<file path="config.mk">
export PLATFORM = sky130hd
export DESIGN_NAME = ctr_incr_sched_flat
export DESIGN_NICKNAME = d
export VERILOG_FILES = /design/src/rtl/ctr_sched_pkg.sv /design/src/rtl/ctr_incr_sched_if.sv /design/src/rtl/ctr_prio_pick.sv /design/src/rtl/ctr_incr_sched.sv /design/src/flat_wrapper.sv
export SDC_FILE = /design/constraint.sdc
export NUM_CORES = 1
export LEC_CHECK = 0
export CAP_MARGIN = 20
export CORE_MARGIN = 4
export CORE_UTILIZATION = 38
export DETAILED_ROUTE_END_ITERATION = 8
export PLACE_DENSITY = 0.69
export SLEW_MARGIN = 40
export SYNTH_ARGS = -nofsm -noshare
export SYNTH_HDL_FRONTEND = slang
export SYNTH_SLANG_ARGS = --single-unit
</file>
<file path="constraint.sdc">
create_clock -name clk -period 2.9 [get_ports clk]
set_input_delay 0.435 -clock clk [delete_from_list [all_inputs] [get_ports clk]]
set_output_delay 0.435 -clock clk [all_outputs]
set_load 0.005 [all_outputs]
</file>
<file path="src/rtl/ctr_sched_pkg.sv">
// ctr_sched_pkg: shared types and constants for the counter-increment scheduler.
// Holds the grant FSM encoding, default slot length and requester indices.
package ctr_sched_pkg;

   typedef enum logic {
      IDLE  = 1'b0,
      GRANT = 1'b1
   } state_t;

   localparam int DEF_SLOT_CYCLES = 12;

   localparam int REQ_T1 = 0;
   localparam int REQ_T3 = 1;
   localparam int REQ_T4 = 2;
   localparam int REQ_T5 = 3;
   localparam int REQ_T6 = 4;

endpackage

</file>
<file path="src/rtl/ctr_incr_sched_if.sv">
// ctr_incr_sched_if: request/grant bundle between scaler, scheduler and
// counter sequencer. The scheduler is the slave side.
interface ctr_incr_sched_if #(
   parameter int NREQ = 5,
   parameter int PW   = 4
);
   logic [NREQ-1:0] req_pulse;
   logic            slot_sync;
   logic            inhibit;
   logic            ack;
   logic            lost_clr;
   logic [NREQ-1:0] grant;
   logic            grant_valid;
   logic [NREQ-1:0] pending;
   logic [NREQ-1:0] lost;
   logic [PW-1:0]   slot_phase;

   modport master (
      output req_pulse, slot_sync, inhibit, ack, lost_clr,
      input  grant, grant_valid, pending, lost, slot_phase
   );

   modport slave (
      input  req_pulse, slot_sync, inhibit, ack, lost_clr,
      output grant, grant_valid, pending, lost, slot_phase
   );
endinterface

</file>
<file path="src/rtl/ctr_prio_pick.sv">
// ctr_prio_pick: one-hot winner from a pending vector, searching upward
// from a start index and wrapping at NREQ-1.
module ctr_prio_pick #(
   parameter int NREQ = 5,
   parameter int SW   = 3
) (
   input  logic [NREQ-1:0] pend,
   input  logic [SW-1:0]   start,
   output logic [NREQ-1:0] win
);
   logic [SW:0] pos;
   logic        found;

   // First set bit at or after start, modulo NREQ
   always_comb begin
      win   = '0;
      found = 1'b0;
      pos   = '0;
      for (int k = 0; k < NREQ; k++) begin
         pos = {1'b0, start} + (SW+1)'(k);
         if (pos >= (SW+1)'(NREQ))
            pos = pos - (SW+1)'(NREQ);
         if (!found && pend[pos[SW-1:0]]) begin
            win[pos[SW-1:0]] = 1'b1;
            found            = 1'b1;
         end
      end
   end
endmodule

</file>
<file path="src/rtl/ctr_incr_sched.sv">
// ctr_incr_sched: grants one latched counter-increment request per slot.
// Optional macro SCHED_ROUND_ROBIN_EN selects rotating priority.
module ctr_incr_sched
   import ctr_sched_pkg::*;
#(
   parameter int NREQ        = 5,
   parameter int SLOT_CYCLES = DEF_SLOT_CYCLES,
   parameter int PW          = 4
) (
   input logic             clk,
   input logic             rst_,
   ctr_incr_sched_if.slave bus
);
   localparam int SW = (NREQ > 1) ? $clog2(NREQ) : 1;
   localparam logic [PW-1:0] LAST = PW'(SLOT_CYCLES - 1);

   state_t          state;
   logic [PW-1:0]   phase;
   logic [NREQ-1:0] pend;
   logic [NREQ-1:0] lost;
   logic [NREQ-1:0] grant;
   logic            gvalid;
   logic [NREQ-1:0] win;
   logic [NREQ-1:0] clr;
   logic [SW-1:0]   start;
   logic            arb;

   assign clr = grant & {NREQ{bus.ack}};
   assign arb = (state == IDLE) && (phase == LAST)
              && !bus.inhibit && (|pend);

   ctr_prio_pick #(
      .NREQ (NREQ),
      .SW   (SW)
   ) u_pick (
      .pend  (pend),
      .start (start),
      .win   (win)
   );

`ifdef SCHED_ROUND_ROBIN_EN
   logic [SW-1:0] ptr;
   logic [SW-1:0] win_idx;

   // Encode the one-hot winner back to an index for the pointer
   always_comb begin
      win_idx = '0;
      for (int i = 0; i < NREQ; i++)
         if (win[i]) win_idx = SW'(i);
   end

   assign start = (ptr == SW'(NREQ-1)) ? '0 : ptr + SW'(1);

   // Remember the last granted requester so the search rotates past it
   always_ff @(posedge clk or negedge rst_) begin
      if (!rst_)    ptr <= SW'(NREQ-1);
      else if (arb) ptr <= win_idx;
   end
`else
   assign start = '0;
`endif

   // Slot phase counter, resynchronised by slot_sync
   always_ff @(posedge clk or negedge rst_) begin
      if (!rst_)
         phase <= '0;
      else if (bus.slot_sync || phase == LAST)
         phase <= '0;
      else
         phase <= phase + PW'(1);
   end

   // Pending latch and sticky overrun flags; a new request beats its clear
   always_ff @(posedge clk or negedge rst_) begin
      if (!rst_) begin
         pend <= '0;
         lost <= '0;
      end else begin
         pend <= bus.req_pulse | (pend & ~clr);
         lost <= (bus.lost_clr ? '0 : lost)
               | (bus.req_pulse & pend & ~clr);
      end
   end

   // Grant FSM: arbitrate on the last phase, hold until ack
   always_ff @(posedge clk or negedge rst_) begin
      if (!rst_) begin
         state  <= IDLE;
         grant  <= '0;
         gvalid <= 1'b0;
      end else begin
         unique case (state)
            IDLE: if (arb) begin
               state  <= GRANT;
               grant  <= win;
               gvalid <= 1'b1;
            end
            GRANT: if (bus.ack) begin
               state  <= IDLE;
               grant  <= '0;
               gvalid <= 1'b0;
            end
         endcase
      end
   end

   assign bus.grant       = grant;
   assign bus.grant_valid = gvalid;
   assign bus.pending     = pend;
   assign bus.lost        = lost;
   assign bus.slot_phase  = phase;
endmodule

</file>
<file path="src/flat_wrapper.sv">
// flat-port wrapper written by rule: the top's interface ports become plain ports
module ctr_incr_sched_flat import ctr_sched_pkg::*;
#(
   parameter int NREQ        = 5,
   parameter int SLOT_CYCLES = DEF_SLOT_CYCLES,
   parameter int PW          = 4
)
  (clk, rst_, bus_req_pulse, bus_slot_sync, bus_inhibit, bus_ack, bus_lost_clr, bus_grant, bus_grant_valid, bus_pending, bus_lost, bus_slot_phase);
  ctr_incr_sched_if #(.NREQ(NREQ), .PW(PW)) bus_i ();
  input logic clk;
  input logic rst_;
  input wire logic [$bits(bus_i.req_pulse)-1:0] bus_req_pulse;
  input wire logic [$bits(bus_i.slot_sync)-1:0] bus_slot_sync;
  input wire logic [$bits(bus_i.inhibit)-1:0] bus_inhibit;
  input wire logic [$bits(bus_i.ack)-1:0] bus_ack;
  input wire logic [$bits(bus_i.lost_clr)-1:0] bus_lost_clr;
  output wire logic [$bits(bus_i.grant)-1:0] bus_grant;
  output wire logic [$bits(bus_i.grant_valid)-1:0] bus_grant_valid;
  output wire logic [$bits(bus_i.pending)-1:0] bus_pending;
  output wire logic [$bits(bus_i.lost)-1:0] bus_lost;
  output wire logic [$bits(bus_i.slot_phase)-1:0] bus_slot_phase;
  assign bus_i.req_pulse = bus_req_pulse;
  assign bus_i.slot_sync = bus_slot_sync;
  assign bus_i.inhibit = bus_inhibit;
  assign bus_i.ack = bus_ack;
  assign bus_i.lost_clr = bus_lost_clr;
  assign bus_grant = bus_i.grant;
  assign bus_grant_valid = bus_i.grant_valid;
  assign bus_pending = bus_i.pending;
  assign bus_lost = bus_i.lost;
  assign bus_slot_phase = bus_i.slot_phase;
  ctr_incr_sched #(.NREQ(NREQ), .SLOT_CYCLES(SLOT_CYCLES), .PW(PW)) u_core (.clk(clk), .rst_(rst_), .bus(bus_i));
endmodule
</file>
; Word level (Yosys, flattened, before mapping)
; Index checks and enable logic that the tools add are counted.
[op_classes]
n_reduce_logical = 15
add_sub_neg = 1
eq_ne = 3
n_mux = 20
bitwise = 8
[op_table]
columns = operator, count
row1 = bitwise AND 5 bit, 4
row2 = two-way mux 5 bit, 4
row3 = bitwise OR 5 bit, 2
row4 = case mux 5 bit (2 select lines), 1
row5 = two-way mux 1 bit, 9
row6 = two-way mux 4 bit, 2
row7 = logical AND 1 bit, 7
row8 = zero test 1 bit, 5
row9 = NOT 5 bit, 1
row10 = OR reduction 5 bit, 1
row11 = "adder 4 x 1 -> 4 bit, second input constant", 1
row12 = "== test 4 bit, second input constant", 1
row13 = case mux 1 bit (2 select lines), 2
row14 = two-way mux 3 bit, 1
row15 = two-way mux 2 bit, 1
row16 = "!= test 2 x 1 -> 1 bit, second input constant", 1
row17 = "!= test 2 bit, second input constant", 1
row18 = AND reduction 2 bit, 1
row19 = logical OR 1 bit, 1
row20 = NOT 1 bit, 1
[totals]
out_inout_bits = 20
inputBits = 11
wordCells = 53
regBits = 21

; Longest topological paths before layout
; Gate-level depths: netlist of the first run.
[depth]
depth_word = 15
ltp_mapped = 5
ltp_nobuf = 4

; Modules after synthesis
; From an unflattened synthesis of the first run, not the netlist that was laid out.
[hier_totals]
hier_cells = 244
hier_area_um2 = 2047.0
[modules_own_cells]
columns = mod, cells_each, n_inst, seq_area_each_um2, area_each_um2
row1 = ctr_prio_pick, 162, 1, 0.0, 1156.1
row2 = ctr_incr_sched, 82, 1, 525.5, 890.9

; Least setup slack after synthesis of the first run
; No wires, ideal clock.
[synth_path]
path_kind = flip-flop to flip-flop
from = register u_core.pend[3] (netlist: u_core.bus.pending[3])
to = register u_core.grant[0] (netlist: u_core.bus.grant[0])
slack_ns = 1.448
path_stages_with_launch = 4
arrival_time_ns = 1.373
synth_period_minus_slack_ns = 1.452
n_path_buf = 0
setup_ns = 0.079
required_ns = 2.821
cell_sequence = dfrtp_1 -> or4_4 -> o211ai_4 -> mux2i_1
[synth_between]
elab_chain_len = 4
[synth_rtl]
columns = item, line_no
row1 = start: declaration, ctr_incr_sched.sv:19  ; logic [NREQ-1:0] pend;
row2 = start signal: assignment, ctr_incr_sched.sv:79  ; pend <= bus.req_pulse | (pend & ~clr);
row3 = OR reduction 5 bit, ctr_incr_sched.sv:30  ; && !bus.inhibit && (|pend);
row4 = logical AND 1 bit, ctr_incr_sched.sv:30
row5 = != test 2 x 1 -> 1 bit (no line), --
row6 = AND reduction 2 bit (no line), --
row7 = end signal: assignment, ctr_incr_sched.sv:95  ; grant <= win;
row8 = end: declaration, ctr_incr_sched.sv:21  ; logic [NREQ-1:0] grant;
; No other way between the ends.
; A chain may end at the register's enable or synchronous reset.

; Final worst setup path of the first run
[layout_path]
from = register u_core.pend[4] (netlist: u_core.bus.pending[4])
to = output bus_pending[4]
[layout_rtl]
columns = item, line_no
row1 = end: declaration, flat_wrapper.sv:19  ; output wire logic [$bits(bus_i.pending)-1:0] bus_pending;
; No word-level cell between the ends.

==> run summary, run 1 <==
WL final: 1920 µm
Reg-to-reg startpoint: u_core.bus.pending[3]$_DFF_PN0_
CTS sink cnt: 21
GPL Wtd Cong: 0.772
Largest net degree at the start of global routing: 22
Gr usage total: 12.8%
Relative slew margins: 69.1%
Synth Net Count: 94
Synth cell types: 22
Worst Path Required: 2470 ps
Worst hold slack: 60.7 ps
Clk pin slew, worst setup/hold paths: 120 ps
Skew final: 0.581 ps
IR Drop Worst-Case VDD: 215 µV
CP Launch Type: flop
Synth Cell Area: 891 µm²
Worst EP arrival: 1310 ps
First-pass GRT wire length: 3170 µm
Per-cell routed wire length: 13.5 µm
Crit path largest cell delay: 540 ps
Synth-to-Final Area Change: 40.0%
Pwr per Cell Area: 411 mW/mm²
Vias in the first global route: 722
Cell family with most CP delay: buffers and inverters
Yosys warning total: 0
CTS Hold Bufs: 0
Total gr overflow: 0
Crit path time final: 1750 ps
Initial DRC count: 8
Slew Limit Fails: 0
Share of cells above drive strength 1: 11.3%
Chip Height: 56.4 µm
RSZ-0062 raised after global routing: false
Crit-path slowest cell: clkdlybuf4s50_1
Post-Syn Area per Cell: 10.9 µm²
Register area share after synthesis: 59.0%
Via-per-instance ratio: 4.81
Achievable Freq: 0.572 GHz
Setup bufs post-CTS: 0
Sum Neg Setup Slack: 0 ps
WP buf/inv: 1
Fin crit share: 60.3%
Critical Path End Type: output port
CP Cell Sequence: clkdlybuf4s50_1
Clock Latency Late Sink: 300 ps
Lkg Pwr: 0.557 nW
Worst hold path class: input port to async pin
Die width: 56.4 µm
Post-Layout Inst Area: 0.00125 mm²
IO Port Bufs: 30
DP Cell Count: 139
Flop2flop setup slack: 1310 ps
Final setup fails: 0
Kind of critical path: flop to output port
MaxCap Viol Count: 0
Outcome: complete, no violations
Io pins: 31
DRC viols: 0
Antenna cells: 0
Via count: 688
ANT nets after route: 0
Nets: 128
Final Non-Filler Cells: 143
Post-Syn Instances: 82
Final HPWL DP: 1460 µm
Clk root buf: clkbuf_4
Critical R2R Capture: u_core.bus.grant[0]$_DFFE_PN0P_
Num CTS Buffers: 3
Post-CTS resize count: 0
Predominant post-synthesis flop cell: dfrtp_1
Placed instance area: 0.00122 mm²
# fillers: 213
FF+latch count, synth: 21
CTS tree: built
Die Footprint: 0.00318 mm²
H-tree depth: 1
Initial antenna violation count: 0
Worst-path maximum fanout: 4
Core footprint: 0.00221 mm²
Final hold violations: 0
FF-to-FF path depth: 3
Max clock buf depth: 2
Starting density of the core: 40.3%
Tightest Pin Transition: 463 ps
Rows: 17
EDFF count, synth: 0
First-pass iteration count of the detailed router: 2
Asr flop ratio synth: 100%
[power by group]
group          internal (mW)  leakage [nW]  switching, mW
clock network         0.0525        0.0139         0.0933
logic                 0.0348         0.294         0.0222
registers              0.303         0.249        0.00760
[synth_stat cells (2+ instances only)]
cell / number / area share, %
a21oi_1: 2 / 1.1
mux2i_1: 4 / 4.5
or2_2: 6 / 4.2
nand3_1: 2 / 1.1
nor2_1: 4 / 1.7
dfrtp_1: 21 / 59
inv_1: 7 / 2.9
o21ai_0: 6 / 3.4
nand2_1: 13 / 5.5
a21boi_0: 5 / 4.2
[cell type report]
type / instances / area [µm²] / share of cell area, %
clock buffers: 3 / 22.5 / 1.81
multi-input cells: 53 / 335 / 26.9
flip-flops and latches: 21 / 526 / 42.1
repair buffers: 30 / 295 / 23.7
clock inverters: 1 / 7.51 / 0.602
inverters: 7 / 26.3 / 2.11
well taps: 28 / 35.0 / 2.81
[cells in the final DEF (no fill, tap or decap), drive strengths merged, types with 2 or more instances in the layout]
master,count
clkdlybuf4s50,29
dfrtp,21
nand2,13
inv,7
or2,6
o21ai,6
a21boi,5
nor2,4
mux2i,4
clkbuf,3
nand3,2
a21oi,2
[stage by stage]
stage | power (mW) | utilization [%] | worst slack (ps)
3_5_place_dp | 0.374 | 55.0 | 1250
4_1_cts | 0.521 | 56.4 | 1130
3_3_place_gp | 0.374 | 55.3 | 1260
2_1_floorplan | 0.329 | - | 1450
5_1_grt | 0.544 | 56.4 | 1090
6_report | 0.513 | 56.4 | 1150
[cells by family after synthesis]
group / after synthesis / synth area share [%]
and+or+nand+nor: 32 / 18.5
muxes: 4 / 4.49
buffers and inverters: 8 / 3.37
AOI/OAI and AO/OA: 16 / 13.2
adders and majority gates: 1 / 1.40
DFF: 21 / 59.0
[sequential cells by signal, summed over array words and instances (netlist names)]
| name | cells |
|---|---|
| u_core.bus.lost | 5 |
| u_core.bus.grant_valid | 1 |
| u_core.state | 1 |
| u_core.bus.pending | 5 |
| u_core.bus.slot_phase | 4 |
| u_core.bus.grant | 5 |
[routing by layer]
metal | part of all wire (%) | global-route usage, % | vias up
met1 | 46 | 15.7 | 325
met3 | 6.7 | 3.68 | 2
met4 | 0.68 | 5.08 | 0
li1 | - | - | 341
met5 | 0 | 0 | -
met2 | 47 | 21.1 | 20
[worst max-delay path by stage]
stage,start,end,slack [ps],cells after the start
finish,u_core.bus.pending[4]$_DFF_PN0_,bus_pending[4],1150,1
floorplan,u_core.bus.pending[3]$_DFF_PN0_,u_core.bus.grant[0]$_DFFE_PN0P_,1450,3
global route,u_core.bus.pending[4]$_DFF_PN0_,bus_pending[4],1090,1
global placement,bus_ack,u_core.bus.grant[3]$_DFFE_PN0P_,1260,3
detailed placement,bus_ack,u_core.bus.grant[3]$_DFFE_PN0P_,1250,3
CTS,u_core.bus.pending[4]$_DFF_PN0_,bus_pending[4],1130,1
Power figures use the tool's default switching activity.
==> run 2, diff against run 1 <==
clock period = 1.7 ns   (was 2.9 ns; I/O delays follow)
==> run 2 against run 1 <==
  * Worst setup slack lost 1000 ps
  * Total power increased by 68%
  * Worst hold slack gained 220 ps
  * Sequential share of layout area is 0.58 points lower
  * Critical path depth rose by 1
  * Utilization rose by 0.79 points
  * Routed wire length decreased by 3.6%
  * Clock skew rose by 2.9 ps
  * Flip-flop and latch count is the same
==> run summary, run 2 (synthesized netlist as in run 1, its figures left out) <==
Worst-path maximum fanout: 5 (+1)
Fin crit share: 92.2%
Relative slew margins: 80.3% (+11 points)
FF-to-FF path depth: 3 (unchanged)
Pwr per Cell Area: 683 mW/mm² (+66%)
Clk root buf: clkbuf_4
WP buf/inv: 2 (+1)
Core footprint: 0.00221 mm² (unchanged)
IO Port Bufs: 30 (unchanged)
Clk pin slew, worst setup/hold paths: 110 ps (about the same)
Critical Path Stages: 2 (+1)
Placed instance area: 0.00124 mm² (+1.6%)
Worst EP arrival: 1310 ps (about the same)
Io pins: 31 (unchanged)
Nets: 130 (+1.6%)
GPL Wtd Cong: 0.667 (-14%)
Die Footprint: 0.00318 mm² (unchanged)
Storage cell area: 526 µm² (unchanged)
Final HPWL DP: 1440 µm (-1.5%)
Skew final: 3.44 ps (+2.86 ps)
Cell family with most CP delay: buffers and inverters
Slew Limit Fails: 0 (unchanged)
IR Drop Worst-Case VDD: 527 µV (+140%)
Crit path time final: 1570 ps
Worst hold path class: input port to async pin
Worst Path Required: 1440 ps (-1030 ps)
Lkg Pwr: 0.570 nW (+2.3%)
Met3 GRT Util: 3.68% (unchanged)
First-pass iteration count of the detailed router: 5 (+3)
CP Cell Sequence: buf_4, clkdlybuf4s50_1
WL final: 1850 µm (-3.6%)
Achievable Freq: 0.638 GHz
Via-per-instance ratio: 4.77 (-0.81%)
MaxCap Viol Count: 0 (unchanged)
H-tree depth: 1 (unchanged)
Most common cell after layout, fill and taps aside: clkdlybuf4s50_1
Sum Neg Setup Slack: 0 ps (unchanged)
Layer with the highest usage: met2
Synth-to-Final Area Change: 42.0%
Num CTS Buffers: 3 (unchanged)
First-pass GRT wire length: 3240 µm (+2.2%)
Starting density of the core: 40.3% (unchanged)
Outcome: complete, no violations
Post-CTS resize count: 0 (unchanged)
Critical Path End Type: output port
Dpl ws: 170 ps (-1080 ps)
Final setup fails: 0 (unchanged)
Crit path largest cell delay: 490 ps (-50 ps)
Share of cells above drive strength 1: 12.0% (+0.66 points)
Rows: 17 (unchanged)
Kind of critical path: flop to output port
Per-cell routed wire length: 12.8 µm (-5.0%)
Antenna cells: 0 (unchanged)
Tightest Pin Transition: 295 ps (-169 ps)
Largest net degree at the start of global routing: 22 (unchanged)
Total gr overflow: 0 (unchanged)
CTS tree: built
Gr usage total: 13.0% (+0.13 points)
Crit-path slowest cell: clkdlybuf4s50_1
Post-Layout Inst Area: 0.00126 mm² (+1.4%)
# fillers: 206 (-3.3%)
Met2 usage: 21.3% (+0.17 points)
GR Util met1: 15.5% (-0.19 points)
Pwr Total: 0.864 mW (+68%)
Post-route setup slack: 133 ps (-1020 ps)
Initial antenna violation count: 0 (unchanged)
Setup bufs post-CTS: 0 (unchanged)
Via count: 692 (+0.58%)
Die width: 56.4 µm (unchanged)
Area of the multi-input gates: 335 µm² (unchanged)
Most frequent cells in the layout: clkdlybuf4s50_1 (30), dfrtp_1 (21), nand2_1 (13)
Final hold violations: 0 (unchanged)
RSZ-0062 raised after global routing: false
CP Launch Type: flop
Clock Latency Late Sink: 300 ps (about the same)
Chip Height: 56.4 µm (unchanged)
Initial DRC count: 5 (-3)
Vias in the first global route: 725 (+0.42%)
CTS sink cnt: 21 (unchanged)
Max clock buf depth: 2 (unchanged)
ANT nets after route: 0 (unchanged)
DRC viols: 0 (unchanged)
CTS Hold Bufs: 0 (unchanged)
## run 2: changes by cell type in the layout (fill, tap and decap cells not counted)
cell and delta:
buf_4 +2, clkinvlp_4 -1, buf_2 -1, clkdlybuf4s50_1 +1, clkinv_2 +1
## run 2: metal layers
metal | share of wire [%] | up-vias
met5 | 0 | -
met4 | 0.54 | 0
met3 | 7.4 | 2
met2 | 47 | 24
met1 | 45 | 321
li1 | - | 345
## run 2: metrics by stage
step	hold slack (ps)	util, %	cells
global placement	479	55.9	141
global route	295	57.2	145
CTS	274	57.2	145
floorplan	-40.6	-	82
finish	279	57.2	145
detailed placement	473	55.9	141
## run 2: area by class of cell
type | count | area share (%)
flip-flops and latches | 21 | 41.5
multi-input cells | 53 | 26.5
repair buffers | 32 | 24.9
well taps | 28 | 2.77
inverters | 7 | 2.08
clock buffers | 3 | 1.78
clock inverters | 1 | 0.396
## run 2: report_power, final
| group | internal [mW] | leakage (nW) | switching (mW) |
|---|---|---|---|
| registers | 0.516 | 0.249 | 0.0124 |
| logic | 0.0623 | 0.303 | 0.0382 |
| clock network | 0.0877 | 0.0177 | 0.147 |
| total | 0.666 | 0.570 | 0.198 |
## run 2: path summary, 6_finish.rpt
| path | from | to | slack (ps) |
|---|---|---|---|
| min reg2reg | u_core.bus.grant_valid$_DFFE_PN0P_ | u_core.bus.grant_valid$_DFFE_PN0P_ | 500 |
| min in group clk | u_core.bus.grant_valid$_DFFE_PN0P_ | u_core.bus.grant_valid$_DFFE_PN0P_ | 500 |
| min | rst_ | u_core.bus.lost[2]$_DFF_PN0_ | 280 |
| max in group asynchronous | rst_ | u_core.bus.grant_valid$_DFFE_PN0P_ | 1210 |
| max | u_core.bus.pending[1]$_DFF_PN0_ | bus_pending[1] | 130 |
| max reg2reg | u_core.bus.pending[2]$_DFF_PN0_ | u_core.bus.grant[0]$_DFFE_PN0P_ | 130 |
## run 2: worst reg2reg max path: cells and delay by family (launching register included)
kind | cells | cell delay, ps
compound gates | 1 | 270
flops | 1 | 450
mux | 1 | 230
simple gates | 1 | 550
